$ cat src/rtl/inv_round_column_sequencer.sv
// Column-serial decryption round stage: AddRoundKey on a 128-bit state, then
// inverse MixColumns one 32-bit column per cycle (bypassed on the final round).
module inv_round_column_sequencer #(
  parameter int NCOL = 4
) (
  input  logic         clk,
  input  logic         rst,
  input  logic         in_valid,
  output logic         in_ready,
  input  logic [127:0] state_in,
  input  logic [127:0] round_key,
  input  logic         skip_mix,
  output logic         out_valid,
  input  logic         out_ready,
  output logic [127:0] state_out,
  output logic         busy
);

  typedef enum logic [1:0] {IDLE, MIX, DONE} state_t;

  localparam logic [1:0] LAST_COL = 2'(NCOL - 1);

  state_t       state_q;
  logic [1:0]   col_q;
  logic [127:0] buf_q;
  logic         out_valid_q;
  logic [127:0] state_out_q;
  logic         busy_q;
  logic         in_ready_q;

  logic [31:0]  rc;
  logic [31:0]  mcl;
  logic [127:0] buf_mix;
  logic [127:0] buf_key;

  function automatic logic [7:0] xt(input logic [7:0] b);
    return {b[6:0], 1'b0} ^ (b[7] ? 8'h1b : 8'h00);
  endfunction

  function automatic logic [31:0] inv_mix_col(input logic [31:0] c);
    logic [7:0] a [4];
    logic [7:0] m9 [4];
    logic [7:0] mb [4];
    logic [7:0] md [4];
    logic [7:0] me [4];
    logic [7:0] x2, x4, x8;
    for (int i = 0; i < 4; i++) begin
      a[i]  = c[31-8*i -: 8];
      x2    = xt(a[i]);
      x4    = xt(x2);
      x8    = xt(x4);
      m9[i] = x8 ^ a[i];
      mb[i] = x8 ^ x2 ^ a[i];
      md[i] = x8 ^ x4 ^ a[i];
      me[i] = x8 ^ x4 ^ x2;
    end
    return {me[0] ^ mb[1] ^ md[2] ^ m9[3],
            m9[0] ^ me[1] ^ mb[2] ^ md[3],
            md[0] ^ m9[1] ^ me[2] ^ mb[3],
            mb[0] ^ md[1] ^ m9[2] ^ me[3]};
  endfunction

  // Helper input is the buffer column selected by col; column 0 sits in the MSBs.
  always_comb begin
    rc      = 32'd0;
    buf_mix = buf_q;
    case (col_q)
      2'd0: rc = buf_q[127:96];
      2'd1: rc = buf_q[95:64];
      2'd2: rc = buf_q[63:32];
      default: rc = buf_q[31:0];
    endcase
    mcl = inv_mix_col(rc);
    case (col_q)
      2'd0: buf_mix[127:96] = mcl;
      2'd1: buf_mix[95:64]  = mcl;
      2'd2: buf_mix[63:32]  = mcl;
      default: buf_mix[31:0] = mcl;
    endcase
  end

  assign buf_key = state_in ^ round_key;

  always_ff @(posedge clk or posedge rst) begin
    if (rst) begin
      state_q     <= IDLE;
      col_q       <= 2'd0;
      buf_q       <= '0;
      out_valid_q <= 1'b0;
      state_out_q <= '0;
      busy_q      <= 1'b0;
      in_ready_q  <= 1'b1;
    end else begin
      case (state_q)
        IDLE: begin
          if (in_valid) begin
            buf_q      <= buf_key;
            col_q      <= 2'd0;
            busy_q     <= 1'b1;
            in_ready_q <= 1'b0;
            if (skip_mix) begin
              state_q     <= DONE;
              out_valid_q <= 1'b1;
              state_out_q <= buf_key;
            end else begin
              state_q <= MIX;
            end
          end
        end
        MIX: begin
          buf_q <= buf_mix;
          col_q <= col_q + 2'd1;
          // Output register is loaded together with the last column so no partial state is exposed.
          if (col_q == LAST_COL) begin
            state_q     <= DONE;
            out_valid_q <= 1'b1;
            state_out_q <= buf_mix;
          end
        end
        DONE: begin
          if (out_ready) begin
            state_q     <= IDLE;
            out_valid_q <= 1'b0;
            busy_q      <= 1'b0;
            in_ready_q  <= 1'b1;
          end
        end
        default: begin
          state_q     <= IDLE;
          out_valid_q <= 1'b0;
          busy_q      <= 1'b0;
          in_ready_q  <= 1'b1;
        end
      endcase
    end
  end

  assign in_ready  = in_ready_q;
  assign out_valid = out_valid_q;
  assign state_out = state_out_q;
  assign busy      = busy_q;

endmodule
$ cat config.mk
export PLATFORM = sky130hd
export DESIGN_NAME = inv_round_column_sequencer
export DESIGN_NICKNAME = d
export VERILOG_FILES = /design/src/rtl/inv_round_column_sequencer.sv
export SDC_FILE = /design/constraint.sdc
export NUM_CORES = 1
export LEC_CHECK = 0
export BUFFER_PORTS_ARGS = -buffer_cell sky130_fd_sc_hd__buf_2
export CORE_ASPECT_RATIO = 1.1
export CORE_MARGIN = 5
export CORE_UTILIZATION = 40
export CTS_CLUSTER_DIAMETER = 200
export DETAILED_ROUTE_END_ITERATION = 6
export GPL_ROUTABILITY_DRIVEN = 0
export PLACE_DENSITY_LB_ADDON = 0.3
export SLEW_MARGIN = 25
export SYNTH_ARGS = -nofsm -noshare
export SYNTH_HDL_FRONTEND = slang
export SYNTH_SLANG_ARGS = --single-unit
export TNS_END_PERCENT = 20
$ cat constraint.sdc
create_clock -name clk -period 11.34 [get_ports clk]
set_clock_uncertainty 0.05 [all_clocks]
set_input_delay 1.134 -clock clk [delete_from_list [all_inputs] [get_ports clk]]
set_output_delay 1.134 -clock clk [all_outputs]
set_load 0.02 [all_outputs]
==> run metrics, run 1 <==
# Max-Cap Violations=0; clock root cell=clkbuf_16; vias in the first global route=16100; top_reg_cell synth=dfrtp_1; Synth Warn #=0; CP Capture Type=flop; sequential area share after synthesis=0.381; Mean Syn Cell Area=just under 9 µm²; post-synth top area share=0.380; top cells by area, synth=dfrtp_1 (38%), xnor2_1 (10%), xor2_1 (7.0%), a21oi_1 (6.5%), o21ai_0 (5.5%); Worst Max-Slew Pin Slew=approximately 1100 ps; hold crit path type=flop to flop; Die ar.=0.0474 mm²; Reg clk slew, reported paths=60 ps; post-route clock period utilization=0.447; # diodes=0; #FFs+latches synth=about 260; Rows=79; CTS Hold Bufs=0; Async SR Flop Fraction=1.00; Layout Utilization=0.487; failing checks=DRC; Yosys cell types=50; status=complete, but fails checks; 1st-pass router iterations=7; RSZ-0062 raised after global routing=no; GRT Resource Usage Total=0.251; detailed-route via count=16100; post-synth top area cell=dfrtp_1; Starting Density=0.406; Vias/cell=around 5.7; Gate Count Post-Synth=1948; CTS tree=yes; GR met2 Demand/Resource=0.410; Bufs on Longest Clock Path=3; Syn Nets=2214; count of final setup violators=0; Die Span X=roughly 210 µm; Num CTS Buffers=29; clock latency on the worst-skew pair=580 ps; final hold viol count=0; Rel. slew slack=0.266; post-CTS sizing=0; clk sinks=around 260; H-tree depth=1; Die Height=between 200 and 250 µm; Post-synth EDFFs=0; post-route minimum period=5070 ps; Arr. time, crit path=5450 ps; share of layout cells above drive strength 1=0.221; antenna violations before repair=0; Max Slew Vio Count=0; ANT nets after route=0; final setup TNS=0 ps; GRT Max-Usage Layer=met2; # Post-CTS Setup Buffers=0; Synth Cell Area=0.0173 mm²; I/O pin total=just under 400; First DRT Iteration DRCs=1860; fmax=197 MHz; gr ovfl total=0; Max FO, Critical Path=46; wire length of the first global-routing pass=96.0 mm; met3 global-route usage=0.0464; met1 usage=0.333; core area=0.0425 mm²; # port buffers=391; DP Wirelength=45.9 mm; largest net degree at the start of global routing=113; worst endpoint required time=11710 ps; DR WL/cell=22.1 µm; DRC viols=5; routed wire length=62.6 mm; Nets=2514; CP Launch Type=flop; Layout area overhead=19.9%; Critical Setup Path Class=flop to flop
## synthesized netlist by cell type, types with 4 or more instances
library cell and n:
nor2_1 174, a32oi_1 4, a211o_1 4, o22ai_1 5, mux2i_1 31, and2_1 7
dfrtp_1 262, o221ai_1 4, a21o_1 13, inv_1 25, a21boi_0 18, xnor2_1 197
xnor3_1 31, nor2b_1 12, buf_2 7, a21oi_1 223, or2_2 4, o22a_1 4
a221o_1 4, or3_1 4, a222oi_1 32, buf_1 12, a221oi_1 28, xor2_1 139
o21ai_0 189, nand2_1 206, a22oi_1 12, xor3_1 5, ha_1 5, nand3_1 28
clkbuf_1 133, a31oi_1 15, buf_6 4, a211oi_1 5, o31ai_1 82
## cell usage in the layout (no fill, tap or decap), types with 6 or more instances in the layout
cell type / instances
clkbuf_16: 29
dfrtp_1: 262
buf_2: 392
a31oi_1: 15
a222oi_1: 32
nor2b_1: 11
inv_1: 23
bufinv_16: 6
and2_1: 7
xnor2_1: 197
xnor3_1: 31
a21boi_0: 18
a21oi_1: 222
nor2_1: 172
o21ai_0: 189
mux2i_1: 31
o31ai_1: 82
nand3_1: 28
xor2_1: 139
buf_4: 25
a221oi_1: 28
nand2_1: 206
clkinv_2: 8
a21o_1: 12
a22oi_1: 12
## critical path, cell delays in order (launching register included)
cell,delay (ps)
dfrtp_1,430
inv_1,140
ha_2,710
buf_4,600
a222oi_1,290
mux2i_1,680
xnor2_1,240
xnor2_1,510
xnor3_1,310
xor2_1,540
and2_1,310
a21oi_1,90
## per-layer routing
layer	wire, µm	share of wire
met5	0	0
met4	2660	0.042
met3	5470	0.087
met2	29300	0.47
met1	25200	0.40
## stage by stage
step | instances | instance area, µm² | hold slack (ps) | setup slack [ps]
after global routing | 2838 | 20700 | 444 | 6080
final | 2838 | 20700 | 418 | 6270
after detailed placement | 2782 | 19600 | 413 | 6290
after floorplan | 1948 | 17300 | 412 | 2920
after CTS | 2836 | 20700 | 428 | 6230
after global placement | 2777 | 19600 | 408 | 6380
## flip-flops by register name, summed over array words and instances (netlist names)
| signal | cells |
|---|---|
| busy | 1 |
| out_valid | 1 |
| state_q | 2 |
| in_ready | 1 |
| buf_q | 128 |
| state_out | 128 |
| col_q | 2 |
## cells by family after synthesis
| kind of cell | count (synthesis) | synth area share |
|---|---|---|
| compound gates | 652 | 0.230 |
| simple gates | 438 | 0.102 |
| xor+xnor | 375 | 0.221 |
| flops | 263 | 0.381 |
| buf+inv | 181 | 0.0416 |
| mux | 34 | 0.0206 |
| fa+ha+maj | 5 | 0.00362 |
## final timing paths
kind                            from             to  slack [ps]  cells after the start
setup / recovery            col_q[1]      buf_q[86]        6270                     11
hold / removal             out_valid      out_valid         420                      2
setup reg to reg            col_q[1]      buf_q[86]        6270                     11
hold reg to reg            out_valid      out_valid         420                      2
max in group asynchronous        rst     buf_q[108]        9280                      3
min in group asynchronous        rst  state_out[25]         690                      2
## area by class of cell
cell class / count / area (µm²)
fill: 4127 / 21800
inverter: 25 / 101
clock buffer: 33 / 761
timing repair buffer: 425 / 2250
multi-input combinational: 1504 / 10000
clock inverter: 21 / 278
sequential: 263 / 6580
tap: 567 / 709
Power of run 1 is not shown: default switching activity piles up to over one toggle a cycle in this logic, so the estimate is an artifact.
==> run 2, diff against run 1 <==
==> constraint.sdc (replaced) <==
create_clock -name clk -period 4.5 [get_ports clk]
set_clock_uncertainty 0.05 [all_clocks]
set_input_delay 0.45 -clock clk [delete_from_list [all_inputs] [get_ports clk]]
set_output_delay 0.45 -clock clk [all_outputs]
set_load 0.02 [all_outputs]
==> run 2 against run 1 <==
  * The flow still finishes with violations (DRC)
  * Sequential cell count unchanged
  * Wire length up 0.37%
  * Via count up 1.0%
  * Register-to-register slack worse by 6100 ps
  * Clock-buffer cell count up 3
  * Critical path depth up 2
  * First-iteration DRC count down 6.1%
  * Critical path type unchanged
  * Critical endpoint is now buf_q[22]
==> run metrics, run 2 (synthesis results as in run 1) <==
Hold WS=10.0 ps (was 418 ps); CTS Hold Bufs=0 (unchanged); largest net degree at the start of global routing=121 (was 113); clk sinks=263 (unchanged); Max Slew Vio Count=0 (unchanged); vias in the first global route=16100 (about the same); Bufs on Longest Clock Path=3 (unchanged); GR met2 Demand/Resource=0.402 (was 0.410); worst-path cell chain=inv_1 -> ha_2 -> buf_4 -> buf_4 -> a222oi_1 -> buf_4 -> xor2_1 -> a21oi_1 -> xnor2_1 -> xnor3_1 -> xor2_1 -> and2_1 -> a21oi_1 (was inv_1 -> ha_2 -> buf_4 -> a222oi_1 -> mux2i_1 -> xnor2_1 -> xnor2_1 -> xnor3_1 -> xor2_1 -> and2_1 -> a21oi_1); wire length of the first global-routing pass=95.7 mm (was 96.0 mm); failing checks=DRC (unchanged); Die ar.=0.0474 mm² (unchanged); DP Wirelength=46.5 mm (was 45.9 mm); Num CTS Buffers=30 (was 29); Rel. slew slack=0.235 (was 0.266); hold crit path type=input port to asynchronous set/reset pin (was flop to flop); clock root cell=clkbuf_16 (unchanged); Finished Cell Area=0.0212 mm² (was 0.0207 mm²); Die Span X=208 µm (unchanged); Layout area overhead=22.5% (was 19.9%); worst reg-to-reg setup slack=180 ps (was 6270 ps); I/O pin total=392 (unchanged); FF-to-FF Start=col_q[0] (was col_q[1]); DRC viols=4 (was 5); r2r endpoint=buf_q[22] (was buf_q[86]); dpl cell area=0.0200 mm² (was 0.0196 mm²); # Max-Cap Violations=0 (unchanged); Crit-path slowest cell=xnor3_1 (was ha_2); fillers=4057 (was 4127); ANT nets after route=0 (unchanged); RSZ-0062 raised after global routing=no (unchanged); met3 global-route usage=0.0431 (was 0.0464); clock latency on the worst-skew pair=590 ps (was 580 ps); worst endpoint required time=4860 ps (was 11710 ps); CTS tree=yes (unchanged); core area=0.0425 mm² (unchanged); Critical Setup Path Class=flop to flop (unchanged); CP Launch Type=flop (unchanged); fmax=231 MHz (was 197 MHz); # port buffers=391 (unchanged); share of layout cells above drive strength 1=0.234 (was 0.221); detailed-route via count=16300 (was 16100); count of final setup violators=0 (unchanged); antenna violations before repair=0 (unchanged); Worst R2R Path Depth=13 (was 11); Max FO, Critical Path=31 (was 46); Arr. time, crit path=4680 ps (was 5450 ps); First DRT Iteration DRCs=1746 (was 1860); crit-path max cell delay=540 ps (was 710 ps); Worst Max-Slew Pin Slew=1150 ps (was 1100 ps); post-route clock period utilization=0.960 (was 0.447); Die Height=228 µm (unchanged); leading cell types in the layout, fill and taps excluded=buf_2 (392), dfrtp_1 (262), a21oi_1 (222) (unchanged); CP Capture Type=flop (unchanged); Rows=79 (unchanged); H-tree depth=1 (unchanged); post-route minimum period=4320 ps (was 5070 ps); status=complete, but fails checks (unchanged); final hold viol count=0 (unchanged); DR WL/cell=21.8 µm (was 22.1 µm); commonest non-fill, non-tap cell in the layout=buf_2 (unchanged); GRT Resource Usage Total=0.251 (about the same); met1 usage=0.345 (was 0.333); Reg clk slew, reported paths=60 ps (about the same); 1st-pass router iterations=7 (unchanged); Vias/cell=5.67 (was 5.69); routed wire length=62.8 mm (was 62.6 mm); final setup TNS=0 ps (unchanged); # diodes=0 (unchanged); CP dominant cell by count=buf_4 (was xnor2_1); gr ovfl total=0 (unchanged); GRT Max-Usage Layer=met2 (unchanged); Starting Density=0.406 (unchanged); Nets=2551 (was 2514)
## run 2: metal layers
metal	routed length [µm]	vias to the layer above
li1	-	7496
met1	25400	7810
met2	29400	867
met3	5640	139
met4	2380	0
met5	0	-
## run 2: critical path: cells and delay by family (launching register included)
family | cells | cell delay, ps
xor gates and xnor gates | 4 | 1540
buffers and inverters | 4 | 820
AOI/OAI and AO/OA | 3 | 690
DFF | 1 | 450
and+or+nand+nor | 1 | 340
adders and majority gates | 1 | 230
## run 2: what timing repair did
| item | 4_1_cts | 5_1_grt |
|---|---|---|
| gates resized for setup | 0 | 2 |
| endpoints found under the setup margin | 0 | 63 |
| buffers inserted | 0 | 7 |
## run 2: metrics by stage
step / setup WS (ps) / util / cells
floorplan: 531 / - / 1948
global placement: 104 / 0.469 / 2811
detailed placement: 50.6 / 0.470 / 2812
CTS: 18.0 / 0.496 / 2868
global route: 29.2 / 0.498 / 2876
finish: 180 / 0.498 / 2876
## run 2: final cells by class
cell class	count	area, µm²	area share
clock buffers	36	813	0.0385
clock inverters	20	315	0.0149
inverters	25	97.6	0.00461
multi-input cells	1504	10000	0.474
flip-flops and latches	263	6580	0.311
well taps	567	709	0.0335
repair buffers	461	2600	0.123
## run 2: worst max path at each step
stage                     startpoint             to  slack, ps  cells after the start
after floorplan                  rst       buf_q[0]        530                      1
after global placement      col_q[0]      buf_q[52]        100                     11
after detailed placement    col_q[0]  state_out[93]         50                     11
after CTS                   col_q[0]  state_out[93]         20                     11
after global routing        col_q[0]     buf_q[100]         30                     13
final                       col_q[0]      buf_q[22]        180                     13
Power of run 2 is left out for the same reason.
==> run 3, diff against run 2 <==
--- a/config.mk
+++ b/config.mk
@@ -12,7 +12,6 @@
 export CTS_CLUSTER_DIAMETER = 200
 export DETAILED_ROUTE_END_ITERATION = 6
 export GPL_ROUTABILITY_DRIVEN = 0
-export PLACE_DENSITY_LB_ADDON = 0.3
 export SLEW_MARGIN = 25
 export SYNTH_ARGS = -nofsm -noshare
 export SYNTH_HDL_FRONTEND = slang
==> run 3 against run 2 <==
  * Clock-buffer cell count rose by 7
  * Via count rose by 0.18%
  * First-iteration DRC count fell by 7.0%
  * Final area fell by 0.36%
  * Worst hold slack improved by 120 ps
  * Non-clock buffer count rose by 20
  * The flow now finishes without violations
  * Fmax fell by 0.55%
==> run metrics, run 3 (synthesis results as in run 1) <==
Hold WS=129 ps (was 10.0 ps); CP Capture Type=flop (unchanged); status=finished clean (was complete, but fails checks); # port buffers=391 (unchanged); vias in the first global route=16500 (was 16100); Nets=2570 (was 2551); hold crit path type=input port to flop (was input port to asynchronous set/reset pin); Die Span X=208 µm (unchanged); GRT Resource Usage Total=0.256 (was 0.251); Die Height=228 µm (unchanged); clock root cell=clkbuf_16 (unchanged); # diodes=0 (unchanged); Max Slew Vio Count=0 (unchanged); post-route minimum period=4340 ps (was 4320 ps); post-route clock period utilization=0.965 (was 0.960); fillers=4150 (was 4057); core area=0.0425 mm² (unchanged); DRC viols=0 (was 4); clock latency on the worst-skew pair=590 ps (about the same); Starting Density=0.406 (unchanged); Worst Max-Slew Pin Slew=1010 ps (was 1150 ps); r2r endpoint=buf_q[35] (was buf_q[22]); antenna violations before repair=0 (unchanged); share of layout cells above drive strength 1=0.236 (was 0.234); routed wire length=63.3 mm (was 62.8 mm); Die ar.=0.0474 mm² (unchanged); H-tree depth=1 (unchanged); fmax=230 MHz (was 231 MHz); wire length of the first global-routing pass=97.4 mm (was 95.7 mm); count of final setup violators=0 (unchanged); CTS tree=yes (unchanged); gr ovfl total=0 (unchanged); # Max-Cap Violations=0 (unchanged); Seq. cell area=0.00658 mm² (unchanged); largest net degree at the start of global routing=141 (was 121); Max FO, Critical Path=24 (was 31); CP Launch Type=flop (unchanged); Arr. time, crit path=4740 ps (was 4680 ps); Reg clk slew, reported paths=60 ps (about the same); commonest non-fill, non-tap cell in the layout=buf_2 (unchanged); FF-to-FF Start=col_q[1] (was col_q[0]); Rows=79 (unchanged); RSZ-0062 raised after global routing=no (unchanged); First DRT Iteration DRCs=1623 (was 1746); Rel. slew slack=0.324 (was 0.235); Num CTS Buffers=29 (was 30); leading cell types in the layout, fill and taps excluded=buf_2 (393), dfrtp_1 (262), a21oi_1 (222) (was buf_2 (392), dfrtp_1 (262), a21oi_1 (222)); Worst R2R Path Depth=11 (was 13); Vias/cell=5.65 (was 5.67); CP startpoint=col_q[1] (was col_q[0]); Bufs on Longest Clock Path=3 (unchanged); Critical Setup Path Class=flop to flop (unchanged); clk sinks=263 (unchanged); worst endpoint required time=4890 ps (was 4860 ps); final hold viol count=0 (unchanged); detailed-route via count=16300 (about the same); 1st-pass router iterations=6 (was 7); DR WL/cell=21.9 µm (was 21.8 µm); ANT nets after route=0 (unchanged); multi-input logic area=0.0100 mm² (about the same); worst reg-to-reg setup slack=160 ps (was 180 ps); DP Wirelength=47.7 mm (was 46.5 mm); crit path to=buf_q[35] (was buf_q[22]); I/O pin total=392 (unchanged); Layout area overhead=22.0% (was 22.5%)
-- run 3: cell count changes in the layout (fill, tap and decap cells not counted), sizes merged --
cell           delta
buf              +19
bufinv            -7
clkbuf            +6
clkdlybuf4s18     +1
clkinv            -1
clkinvlp          -2
dlygate4sd3       +1
inv               -1
-- run 3: what timing repair did --
item,CTS,global route
endpoints found under the hold margin,26,0
hold buffers,1,0
gates resized for setup,0,1
setup endpoints to repair,0,52
buffers inserted,0,12
-- run 3: per-stage QoR --
step / setup WS (ps) / instance area (µm²) / util / instances / TNS [ps]
after floorplan: 531 / 17300 / - / 1948 / 0
after global placement: -99.9 / 20000 / 0.472 / 2823 / -660
after detailed placement: 44.6 / 20100 / 0.472 / 2827 / 0
after CTS: 24.9 / 21000 / 0.494 / 2880 / 0
after global routing: 34.1 / 21100 / 0.496 / 2892 / 0
final: 156 / 21100 / 0.496 / 2892 / 0
-- run 3: routing by layer --
layer,wire (µm),GRT usage,vias to the layer above,share of wire
met5,0,0,-,0
met4,2200,0.0842,0,0.035
met3,5090,0.0437,122,0.080
met2,29900,0.417,767,0.47
met1,26100,0.348,7925,0.41
li1,-,-,7527,-
-- run 3: worst min path at each step --
stage | from | endpoint | slack [ps] | cells after the start
finish | out_ready | state_q[1] | 130 | 4
global route | out_ready | state_q[1] | 160 | 4
CTS | out_ready | state_q[1] | 100 | 4
detailed placement | state_out[89] | state_out[89] | 420 | 2
global placement | state_out[89] | state_out[89] | 410 | 2
floorplan | buf_q[65] | buf_q[65] | 410 | 2
-- run 3: layout make-up --
| type | instances | area share |
|---|---|---|
| flip-flops and latches | 263 | 0.312 |
| inverters | 25 | 0.00463 |
| repair buffers | 481 | 0.130 |
| clock inverters | 9 | 0.00315 |
| clock buffers | 43 | 0.0398 |
| well taps | 567 | 0.0337 |
| multi-input cells | 1504 | 0.476 |
-- run 3: worst max-delay path, cell delays in order (launching register included) --
cell and delay [ps]:
dfrtp_1 400, inv_1 120, ha_2 340, buf_12 230
a222oi_1 830, xnor2_1 240, xnor3_1 260, mux2i_1 340
xnor2_1 260, xnor3_1 600, a21boi_0 370, o31ai_1 140
Power of run 3 is left out for the same reason.
